## src/rtl/fpu_pkg.sv

```systemverilog
// -----------------------------------------------------------------------------
// fpu_pkg
// Shared FPU definitions used by the multiplier and the adder:
//   - fpu_state_e : execute-stage FSM states
//   - fpu_class_e : operand classes (zero / normal / inf / NaN)
//   - fpu_bias()  : exponent bias, 2^(EXP_W-1)-1
//   - fpu_emax()  : all-ones exponent code, 2^EXP_W-1
//   - fpu_classify() : operand classification from field summaries
// The canonical quiet NaN is sign 0 with exponent and fraction all ones.
// -----------------------------------------------------------------------------
package fpu_pkg;

   typedef enum logic [2:0] {
      ST_IDLE  = 3'd0,
      ST_MUL   = 3'd1,
      ST_NORM  = 3'd2,
      ST_ROUND = 3'd3,
      ST_DONE  = 3'd4
   } fpu_state_e;

   typedef enum logic [1:0] {
      CLS_ZERO   = 2'd0,
      CLS_NORMAL = 2'd1,
      CLS_INF    = 2'd2,
      CLS_NAN    = 2'd3
   } fpu_class_e;

   function automatic int fpu_bias(input int exp_w);
      return (32'sd1 <<< (exp_w - 32'sd1)) - 32'sd1;
   endfunction

   function automatic int fpu_emax(input int exp_w);
      return (32'sd1 <<< exp_w) - 32'sd1;
   endfunction

   // Subnormals (exp == 0) are treated as zero; the caller supplies the
   // field summaries so the function is independent of the format width.
   function automatic fpu_class_e fpu_classify(input logic exp_zero,
                                               input logic exp_ones,
                                               input logic frac_zero);
      fpu_class_e cls_v;
      if (exp_zero) begin
         cls_v = CLS_ZERO;
      end else if (exp_ones) begin
         cls_v = frac_zero ? CLS_INF : CLS_NAN;
      end else begin
         cls_v = CLS_NORMAL;
      end
      return cls_v;
   endfunction

endpackage

```

## src/rtl/fpu_multiplier_rne_if.sv

```systemverilog
// -----------------------------------------------------------------------------
// fpu_multiplier_rne_if
// Operand/result bundle for the FPU multiplier.
//   data_valid_i / ready_o : input handshake (accept on both high at clk edge)
//   x_i, y_i               : packed operands {sign, exp, frac}
//   data_valid_o           : one-cycle result strobe
//   z_o                    : packed result
//   except_*_o             : invalid / overflow / underflow / inexact flags
// Modports: master drives operands, slave is the multiplier.
// -----------------------------------------------------------------------------
interface fpu_multiplier_rne_if #(
   parameter int EXP_W  = 8,
   parameter int FRAC_W = 23
);
   localparam int W = 1 + EXP_W + FRAC_W;

   logic          data_valid_i;
   logic          ready_o;
   logic [W-1:0]  x_i;
   logic [W-1:0]  y_i;
   logic          data_valid_o;
   logic [W-1:0]  z_o;
   logic          except_invalid_operation_o;
   logic          except_overflow_o;
   logic          except_underflow_o;
   logic          except_inexact_o;

   modport master (
      output data_valid_i, x_i, y_i,
      input  ready_o, data_valid_o, z_o,
      input  except_invalid_operation_o, except_overflow_o,
      input  except_underflow_o, except_inexact_o
   );

   modport slave (
      input  data_valid_i, x_i, y_i,
      output ready_o, data_valid_o, z_o,
      output except_invalid_operation_o, except_overflow_o,
      output except_underflow_o, except_inexact_o
   );
endinterface

```

## src/rtl/fpu_rounder.sv

```systemverilog
// -----------------------------------------------------------------------------
// fpu_rounder
// Combinational mantissa rounder shared by the FPU multiplier and adder.
//   mant_i   : fraction bits kept after normalisation (hidden bit excluded)
//   guard_i  : first discarded bit
//   sticky_i : OR of all further discarded bits
//   exp_i    : signed biased exponent
//   mant_o   : rounded fraction
//   exp_o    : exponent incremented on mantissa carry-out
//   carry_o  : rounding overflowed the fraction field
// Config macro FPU_MUL_ROUND_EN: defined -> round-to-nearest-even,
// undefined -> truncation (never increments).
// -----------------------------------------------------------------------------
module fpu_rounder #(
   parameter int MANT_W = 23,
   parameter int EXP_W  = 10
) (
   input  logic [MANT_W-1:0]       mant_i,
   input  logic                    guard_i,
   input  logic                    sticky_i,
   input  logic signed [EXP_W-1:0] exp_i,
   output logic [MANT_W-1:0]       mant_o,
   output logic signed [EXP_W-1:0] exp_o,
   output logic                    carry_o
);

`ifdef FPU_MUL_ROUND_EN
   localparam logic ROUND_EN = 1'b1;
`else
   localparam logic ROUND_EN = 1'b0;
`endif

   logic              inc_s;
   logic [MANT_W:0]   sum_s;

   // Increment on tie-to-even rule; a carry-out wraps the fraction to zero
   // and bumps the exponent (1.111..1 + ulp = 10.000..0).
   always_comb begin
      inc_s   = ROUND_EN & guard_i & (sticky_i | mant_i[0]);
      sum_s   = {1'b0, mant_i} + {{MANT_W{1'b0}}, inc_s};
      carry_o = sum_s[MANT_W];
      mant_o  = sum_s[MANT_W-1:0];
      exp_o   = exp_i + $signed({{(EXP_W-1){1'b0}}, sum_s[MANT_W]});
   end

endmodule

```

## src/rtl/fpu_multiplier_rne.sv

```systemverilog
// -----------------------------------------------------------------------------
// fpu_multiplier_rne
// Parametrised floating-point multiplier with fixed 4-cycle latency.
// Operands are classified internally (subnormals flush to zero).
// Ports:
//   clk_i : clock
//   rst_i : synchronous active-high reset
//   bus   : fpu_multiplier_rne_if.slave (handshake, operands, result, flags)
// FSM IDLE -> MUL -> NORM -> ROUND -> DONE -> IDLE; an operand accepted at
// edge T presents data_valid_o during the DONE cycle, i.e. after edge T+3.
// Config macro FPU_MUL_ROUND_EN (used in fpu_rounder): defined ->
// round-to-nearest-even, undefined -> truncation with unchanged latency.
// -----------------------------------------------------------------------------
module fpu_multiplier_rne
   import fpu_pkg::*;
#(
   parameter int EXP_W  = 8,
   parameter int FRAC_W = 23
) (
   input  logic                 clk_i,
   input  logic                 rst_i,
   fpu_multiplier_rne_if.slave  bus
);

   localparam int W  = 1 + EXP_W + FRAC_W;
   localparam int MW = FRAC_W + 1;          // mantissa with hidden bit
   localparam int PW = 2 * MW;              // full product width
   localparam int EW = EXP_W + 2;           // signed working exponent

   localparam logic signed [EW-1:0] BIAS_S = EW'(fpu_bias(EXP_W));
   localparam logic signed [EW-1:0] EMAX_S = EW'(fpu_emax(EXP_W));
   localparam logic signed [EW-1:0] ONE_S  = EW'(32'sd1);
   localparam logic signed [EW-1:0] ZERO_S = EW'(32'sd0);
   localparam logic [W-1:0]         QNAN   = {1'b0, {(W-1){1'b1}}};

   // ---------------- registers ----------------
   fpu_state_e               state_r;
   logic                     ready_r;
   logic                     dv_r;
   logic [W-1:0]             z_r;
   logic                     inv_r, ovf_r, unf_r, inx_r;

   logic                     sign_r;
   fpu_class_e               xcls_r, ycls_r;
   logic signed [EW-1:0]     exp_r;
   logic [MW-1:0]            xm_r, ym_r;
   logic [PW-1:0]            prod_r;
   logic [FRAC_W-1:0]        frac_r;
   logic                     guard_r, sticky_r;

   // ---------------- combinational ----------------
   logic [EXP_W-1:0]         x_exp_s, y_exp_s;
   logic [FRAC_W-1:0]        x_frac_s, y_frac_s;
   fpu_class_e               x_cls_s, y_cls_s;

   logic [FRAC_W-1:0]        norm_frac_s;
   logic                     norm_guard_s, norm_sticky_s;
   logic signed [EW-1:0]     norm_exp_s;

   logic [FRAC_W-1:0]        rnd_mant_s;
   logic signed [EW-1:0]     rnd_exp_s;
   logic                     rnd_carry_s;

   logic [W-1:0]             res_z_s;
   logic                     res_inv_s, res_ovf_s, res_unf_s, res_inx_s;
   logic                     any_nan_s, any_inf_s, any_zero_s;

   // Field extraction and classification of the incoming operands.
   always_comb begin
      x_exp_s  = bus.x_i[W-2 -: EXP_W];
      y_exp_s  = bus.y_i[W-2 -: EXP_W];
      x_frac_s = bus.x_i[FRAC_W-1:0];
      y_frac_s = bus.y_i[FRAC_W-1:0];
      x_cls_s  = fpu_classify(x_exp_s == {EXP_W{1'b0}},
                              x_exp_s == {EXP_W{1'b1}},
                              x_frac_s == {FRAC_W{1'b0}});
      y_cls_s  = fpu_classify(y_exp_s == {EXP_W{1'b0}},
                              y_exp_s == {EXP_W{1'b1}},
                              y_frac_s == {FRAC_W{1'b0}});
   end

   // Normalisation: the product of two [1,2) mantissas lies in [1,4); when
   // the top bit is set the binary point moves one place left.
   always_comb begin
      if (prod_r[PW-1]) begin
         norm_frac_s   = prod_r[PW-2 -: FRAC_W];
         norm_guard_s  = prod_r[PW-2-FRAC_W];
         norm_sticky_s = |prod_r[PW-3-FRAC_W:0];
         norm_exp_s    = exp_r + ONE_S;
      end else begin
         norm_frac_s   = prod_r[PW-3 -: FRAC_W];
         norm_guard_s  = prod_r[PW-3-FRAC_W];
         norm_sticky_s = |prod_r[PW-4-FRAC_W:0];
         norm_exp_s    = exp_r;
      end
   end

   fpu_rounder #(
      .MANT_W (FRAC_W),
      .EXP_W  (EW)
   ) u_rounder (
      .mant_i   (frac_r),
      .guard_i  (guard_r),
      .sticky_i (sticky_r),
      .exp_i    (exp_r),
      .mant_o   (rnd_mant_s),
      .exp_o    (rnd_exp_s),
      .carry_o  (rnd_carry_s)
   );

   // Result selection: special operands first, then range check of the
   // rounded exponent, otherwise the packed arithmetic result.
   always_comb begin
      any_nan_s  = (xcls_r == CLS_NAN)  || (ycls_r == CLS_NAN);
      any_inf_s  = (xcls_r == CLS_INF)  || (ycls_r == CLS_INF);
      any_zero_s = (xcls_r == CLS_ZERO) || (ycls_r == CLS_ZERO);

      // On carry-out the fraction is already zero; selecting it explicitly
      // keeps the packed field independent of the adder's summation width.
      res_z_s   = {sign_r, rnd_exp_s[EXP_W-1:0],
                   rnd_carry_s ? {FRAC_W{1'b0}} : rnd_mant_s};
      res_inv_s = 1'b0;
      res_ovf_s = 1'b0;
      res_unf_s = 1'b0;
      res_inx_s = guard_r | sticky_r;

      if (any_nan_s || (any_inf_s && any_zero_s)) begin
         res_z_s   = QNAN;
         res_inv_s = 1'b1;
         res_inx_s = 1'b0;
      end else if (any_inf_s) begin
         res_z_s   = {sign_r, {EXP_W{1'b1}}, {FRAC_W{1'b0}}};
         res_inx_s = 1'b0;
      end else if (any_zero_s) begin
         res_z_s   = {sign_r, {(W-1){1'b0}}};
         res_inx_s = 1'b0;
      end else if (rnd_exp_s >= EMAX_S) begin
         res_z_s   = {sign_r, {EXP_W{1'b1}}, {FRAC_W{1'b0}}};
         res_ovf_s = 1'b1;
         res_inx_s = 1'b1;
      end else if (rnd_exp_s <= ZERO_S) begin
         res_z_s   = {sign_r, {(W-1){1'b0}}};
         res_unf_s = 1'b1;
         res_inx_s = 1'b1;
      end else begin
         res_inv_s = 1'b0;
      end
   end

   // Control FSM with datapath pipeline registers and registered outputs.
   always_ff @(posedge clk_i) begin
      if (rst_i) begin
         state_r  <= ST_IDLE;
         ready_r  <= 1'b1;
         dv_r     <= 1'b0;
         z_r      <= {W{1'b0}};
         inv_r    <= 1'b0;
         ovf_r    <= 1'b0;
         unf_r    <= 1'b0;
         inx_r    <= 1'b0;
         sign_r   <= 1'b0;
         xcls_r   <= CLS_ZERO;
         ycls_r   <= CLS_ZERO;
         exp_r    <= ZERO_S;
         xm_r     <= {MW{1'b0}};
         ym_r     <= {MW{1'b0}};
         prod_r   <= {PW{1'b0}};
         frac_r   <= {FRAC_W{1'b0}};
         guard_r  <= 1'b0;
         sticky_r <= 1'b0;
      end else begin
         case (state_r)
            ST_IDLE: begin
               dv_r <= 1'b0;
               if (bus.data_valid_i && ready_r) begin
                  sign_r  <= bus.x_i[W-1] ^ bus.y_i[W-1];
                  xcls_r  <= x_cls_s;
                  ycls_r  <= y_cls_s;
                  exp_r   <= $signed({2'b00, x_exp_s}) + $signed({2'b00, y_exp_s}) - BIAS_S;
                  xm_r    <= {1'b1, x_frac_s};
                  ym_r    <= {1'b1, y_frac_s};
                  ready_r <= 1'b0;
                  state_r <= ST_MUL;
               end else begin
                  ready_r <= 1'b1;
               end
            end
            ST_MUL: begin
               prod_r  <= {{MW{1'b0}}, xm_r} * {{MW{1'b0}}, ym_r};
               state_r <= ST_NORM;
            end
            ST_NORM: begin
               frac_r   <= norm_frac_s;
               guard_r  <= norm_guard_s;
               sticky_r <= norm_sticky_s;
               exp_r    <= norm_exp_s;
               state_r  <= ST_ROUND;
            end
            ST_ROUND: begin
               z_r     <= res_z_s;
               inv_r   <= res_inv_s;
               ovf_r   <= res_ovf_s;
               unf_r   <= res_unf_s;
               inx_r   <= res_inx_s;
               dv_r    <= 1'b1;
               state_r <= ST_DONE;
            end
            ST_DONE: begin
               dv_r    <= 1'b0;
               ready_r <= 1'b1;
               state_r <= ST_IDLE;
            end
            default: begin
               dv_r    <= 1'b0;
               ready_r <= 1'b1;
               state_r <= ST_IDLE;
            end
         endcase
      end
   end

   assign bus.ready_o                    = ready_r;
   assign bus.data_valid_o               = dv_r;
   assign bus.z_o                        = z_r;
   assign bus.except_invalid_operation_o = inv_r;
   assign bus.except_overflow_o          = ovf_r;
   assign bus.except_underflow_o         = unf_r;
   assign bus.except_inexact_o           = inx_r;

endmodule

```

## src/flat_wrapper.sv

```systemverilog
// flat-port wrapper written by rule: the top's interface ports become plain ports
module fpu_multiplier_rne_flat import fpu_pkg::*;
#(
   parameter int EXP_W  = 8,
   parameter int FRAC_W = 23
)
  (clk_i, rst_i, bus_data_valid_i, bus_x_i, bus_y_i, bus_ready_o, bus_data_valid_o, bus_z_o, bus_except_invalid_operation_o, bus_except_overflow_o, bus_except_underflow_o, bus_except_inexact_o);
  fpu_multiplier_rne_if #(.EXP_W(EXP_W), .FRAC_W(FRAC_W)) bus_i ();
  input  logic clk_i;
  input  logic rst_i;
  input wire logic [$bits(bus_i.data_valid_i)-1:0] bus_data_valid_i;
  input wire logic [$bits(bus_i.x_i)-1:0] bus_x_i;
  input wire logic [$bits(bus_i.y_i)-1:0] bus_y_i;
  output wire logic [$bits(bus_i.ready_o)-1:0] bus_ready_o;
  output wire logic [$bits(bus_i.data_valid_o)-1:0] bus_data_valid_o;
  output wire logic [$bits(bus_i.z_o)-1:0] bus_z_o;
  output wire logic [$bits(bus_i.except_invalid_operation_o)-1:0] bus_except_invalid_operation_o;
  output wire logic [$bits(bus_i.except_overflow_o)-1:0] bus_except_overflow_o;
  output wire logic [$bits(bus_i.except_underflow_o)-1:0] bus_except_underflow_o;
  output wire logic [$bits(bus_i.except_inexact_o)-1:0] bus_except_inexact_o;
  assign bus_i.data_valid_i = bus_data_valid_i;
  assign bus_i.x_i = bus_x_i;
  assign bus_i.y_i = bus_y_i;
  assign bus_ready_o = bus_i.ready_o;
  assign bus_data_valid_o = bus_i.data_valid_o;
  assign bus_z_o = bus_i.z_o;
  assign bus_except_invalid_operation_o = bus_i.except_invalid_operation_o;
  assign bus_except_overflow_o = bus_i.except_overflow_o;
  assign bus_except_underflow_o = bus_i.except_underflow_o;
  assign bus_except_inexact_o = bus_i.except_inexact_o;
  fpu_multiplier_rne #(.EXP_W(EXP_W), .FRAC_W(FRAC_W)) u_core (.clk_i(clk_i), .rst_i(rst_i), .bus(bus_i));
endmodule
```

## config.mk

```make
export PLATFORM = sky130hd
export DESIGN_NAME = fpu_multiplier_rne_flat
export DESIGN_NICKNAME = d
export VERILOG_FILES = /design/src/rtl/fpu_pkg.sv /design/src/rtl/fpu_multiplier_rne_if.sv /design/src/rtl/fpu_rounder.sv /design/src/rtl/fpu_multiplier_rne.sv /design/src/flat_wrapper.sv
export SDC_FILE = /design/constraint.sdc
export NUM_CORES = 2
export LEC_CHECK = 0
export BUFFER_PORTS_ARGS = -buffer_cell sky130_fd_sc_hd__buf_4
export CAP_MARGIN = 30
export CORE_ASPECT_RATIO = 1.25
export CORE_MARGIN = 8
export CORE_UTILIZATION = 55
export DETAILED_ROUTE_END_ITERATION = 10
export GPL_ROUTABILITY_DRIVEN = 0
export PLACE_DENSITY_LB_ADDON = 0.3
export SYNTH_ARGS = -nofsm -noshare
export SYNTH_HDL_FRONTEND = slang
export SYNTH_SLANG_ARGS = --single-unit
```

## constraint.sdc

```tcl
create_clock -name clk_i -period 6.8 [get_ports clk_i]
set_input_delay 1.02 -clock clk_i [delete_from_list [all_inputs] [get_ports clk_i]]
set_output_delay 1.02 -clock clk_i [all_outputs]
set_load 0.02 [all_outputs]
```

==> impl_metrics.yaml <==
synthesis:
  ys_warn_count: 0
  synthTopCellsByArea: "fa_1 37%, dfxtp_1 13%, ha_1 8.8%"
  netlist_area_sq_um: 26300
  syn_area_per_cell_sq_um: 8.51
  yosysUniqueCellTypes: 62
  synth_ff_type: "dfxtp_1"
  synthesis.nets: 3828
  synth_cells: 3093
  synth_commonest_cells: "579 x inv_1, 483 x fa_1, 480 x nand2_1"
  seq_area_frac_synth_pct: 13.4
  async_flop_share_pct: 0
  netlist.area_leader.share_pct: 36.7
  synth_edf_count: 0
  yosysMostFrequentCell: "inv_1"
  synth_area_leader_cell: "fa_1"
  ys_ff_latch: 176
detailed_routing:
  drt-initial-drc-count: 1751
  drt_wl_total_um: 71800
  drc: 0
  num_vias: 21808
  via_per_inst: 5.59
  wire_per_inst_um: 18.4
  first_pass_iters: 7
  ant_nets: 0
pwr:
  peakVddDrop_mv: 0.228
  leakagePower_nw: 14.5
  power.density_nw_per_um2: 141
global_routing:
  first_global_vias: 23273
  track_usage_pct: 26.6
  grt_max_degree: 82
  antenna_found_initial: 0
  gr-total-overflow: 0
  grt_pass1_wl_um: 118000
flow_run:
  maxCapViolations: 0
layout:
  final_cells: 3902
  multi_input_area_sq_um: 20600
  num-fill-cells: 3818
  drive_gt1_share_pct: 15.0
  seqCellArea_sq_um: 3610
  area_delta_synth_final_pct: 15.8
  nNetsFinal: 3988
  fin_area_sq_um: 30500
sta:
  fin_worst_skew_ns: 0.0139
  slew_headroom_pct: 30.3
  tns_ns: 0
  fin_crit_ns: 6.68
  maxSlewViolCount: 0
  whs_ns: 0.460
  rsz0062_at_grt: "yes"
  clock.fmax_mhz: 150
  hold_violations: 0
  finalSetupViolations: 0
  worst_pin_slew_ns: 1.04
  min_period_over_period_pct: 98.3
clock_network:
  cts_tree: "yes"
  htreeDepth: 4
  clkSinkCount: 176
  cts_buffers: 17
  cts-root-buf: "clkbuf_16"
  worstSkewPairLatency_ns: 0.44
  clockBufferDepth: 2
  clk_pin_slew_ns: 0.07
setup_path:
  timing.critical_path.mode_cell: "fa_1"
  crit_arrival_ns: 7.06
  slowest_delay_ns: 0.55
  crit_chain: "buf_4 > and2_1 > fa_1 > inv_1 > fa_1 > inv_1 > fa_1 > fa_2 > fa_1 > fa_1 > inv_1 > fa_1 > inv_1 > ha_4 > nand4_1 > a211oi_2 > o31ai_4 > a21oi_2 > o21a_1 > a311o_1 > buf_4 > nand2_4 > or4_1 > nand3_1"
  cp-start-kind: "flop"
  cp-end-kind: "flop"
  path_class: "flop to flop"
  crit_fanout: 9
  crit_required_ns: 7.17
  crit_slowest_cell: "fa_1"
placed_design:
  place_area_sq_um: 29100
  dp.cells: 3861
  numPortBuffers: 104
  dp_hpwl_um: 58500
worst_hold_path:
  hp-class: "flop to flop"
floorplanning:
  dieWidth_um: 212
  start_util_pct: 55.8
  core_sq_um: 47200
  num_rows: 89
  die_area_sq_um: 55200
  ioPinCount: 105
  die_h_um: 261
outcome:
  status: "complete, no violations"
cells in the final DEF, fill, tap and decap left out, types with 5 or more instances in the layout:
cell and count:
o21ai_1 6, dfxtp_2 18, nor3_1 18, buf_12 24, dfxtp_1 142, mux2i_1 24
and2_1 303, a22oi_1 7, a21o_1 20, buf_4 271, a211oi_1 33, o211ai_1 5
nand3_1 18, o21ai_0 65, nor2_1 109, ha_1 170, nand2_1 477, inv_2 8
clkbuf_16 18, fa_2 7, xor2_1 19, xnor2_1 31, a21oi_1 161, ha_4 15
o21ai_2 8, o21bai_1 10, nand4_1 20, o21a_1 5, a21oi_2 20, fa_1 476
inv_1 571, buf_6 19, dfxtp_4 16, nor4_1 23
metal layers:
| layer | vias to the layer above | part of all wire (%) | global-route usage [%] |
|---|---|---|---|
| met5 | - | 0 | 0 |
| met4 | 0 | 3.3 | 9.43 |
| met3 | 185 | 6.3 | 3.83 |
| met2 | 895 | 51 | 46.5 |
| met1 | 10938 | 39 | 33.1 |
| li1 | 9790 | - | - |
kinds of logic after synthesis:
| family | after synthesis | share of synthesized area (%) |
|---|---|---|
| AOI/OAI and AO/OA | 398 | 9.11 |
| adders and majority gates | 668 | 45.5 |
| buffers and inverters | 755 | 10.8 |
| xor gates and xnor gates | 54 | 1.80 |
| DFF | 176 | 13.4 |
| and+or+nand+nor | 1018 | 18.5 |
| muxes | 24 | 0.912 |
state kept, by name, indices dropped and copies added, names as in the netlist, 3 cells and up:
register and flops:
u_core.exp_r 10, u_core.xm_r 23, u_core.ym_r 24, u_core.state_r 3
u_core.bus.z_o 32, u_core.frac_r 23, u_core.prod_r 48
power by group:
group / leakage (nW) / switching [W] / total, W / internal [W]
Clock: 0.271 / 0.000470 / 0.000984 / 0.000513
Sequential: 1.45 / 0.000118 / 0.00125 / 0.00113
Combinational: 12.8 / 0.00120 / 0.00205 / 0.000850
what timing repair did:
action                     CTS  global route
buffers inserted             0             9
cloned                       0             1
setup endpoints to repair   15            19
gates resized for setup     18           183
hold buffers                 0             0
pin swaps                    2            69
worst paths after layout:
check | startpoint | slack, ns | depth (start not counted) | end
worst max-delay path | u_core.ym_r[0] | 0.12 | 24 | u_core.prod_r[42]
worst max register to register | u_core.ym_r[0] | 0.12 | 24 | u_core.prod_r[42]
worst min-delay path | u_core.prod_r[4] | 0.46 | 2 | u_core.prod_r[4]
worst min register to register | u_core.prod_r[4] | 0.46 | 2 | u_core.prod_r[4]
worst max-delay path, delay by kind of cell, from the launching register on:
family	cells	cell delay (ns)
compound gates	5	1.01
fa+ha+maj	8	3.82
buf+inv	6	0.55
flops	1	0.37
simple gates	5	0.86
cell type report:
type | instances | share of cell area [%]
multi-input combinational | 2162 | 67.4
sequential | 176 | 11.8
timing repair buffer | 317 | 9.13
inverter | 579 | 7.13
tap | 637 | 2.61
clock buffer | 18 | 1.41
clock inverter | 12 | 0.431
antenna | 1 | 0.00821
per-stage QoR:
step           power, W  util (%)  worst slack, ns
2_1_floorplan   0.00237         -           0.0743
3_5_place_dp    0.00314      61.6           -0.103
4_1_cts         0.00415      62.9          -0.0143
3_3_place_gp    0.00311      61.6          -0.0747
5_1_grt         0.00456      64.6          -0.0867
6_report        0.00428      64.6            0.116
Power figures use the tool's default switching activity.
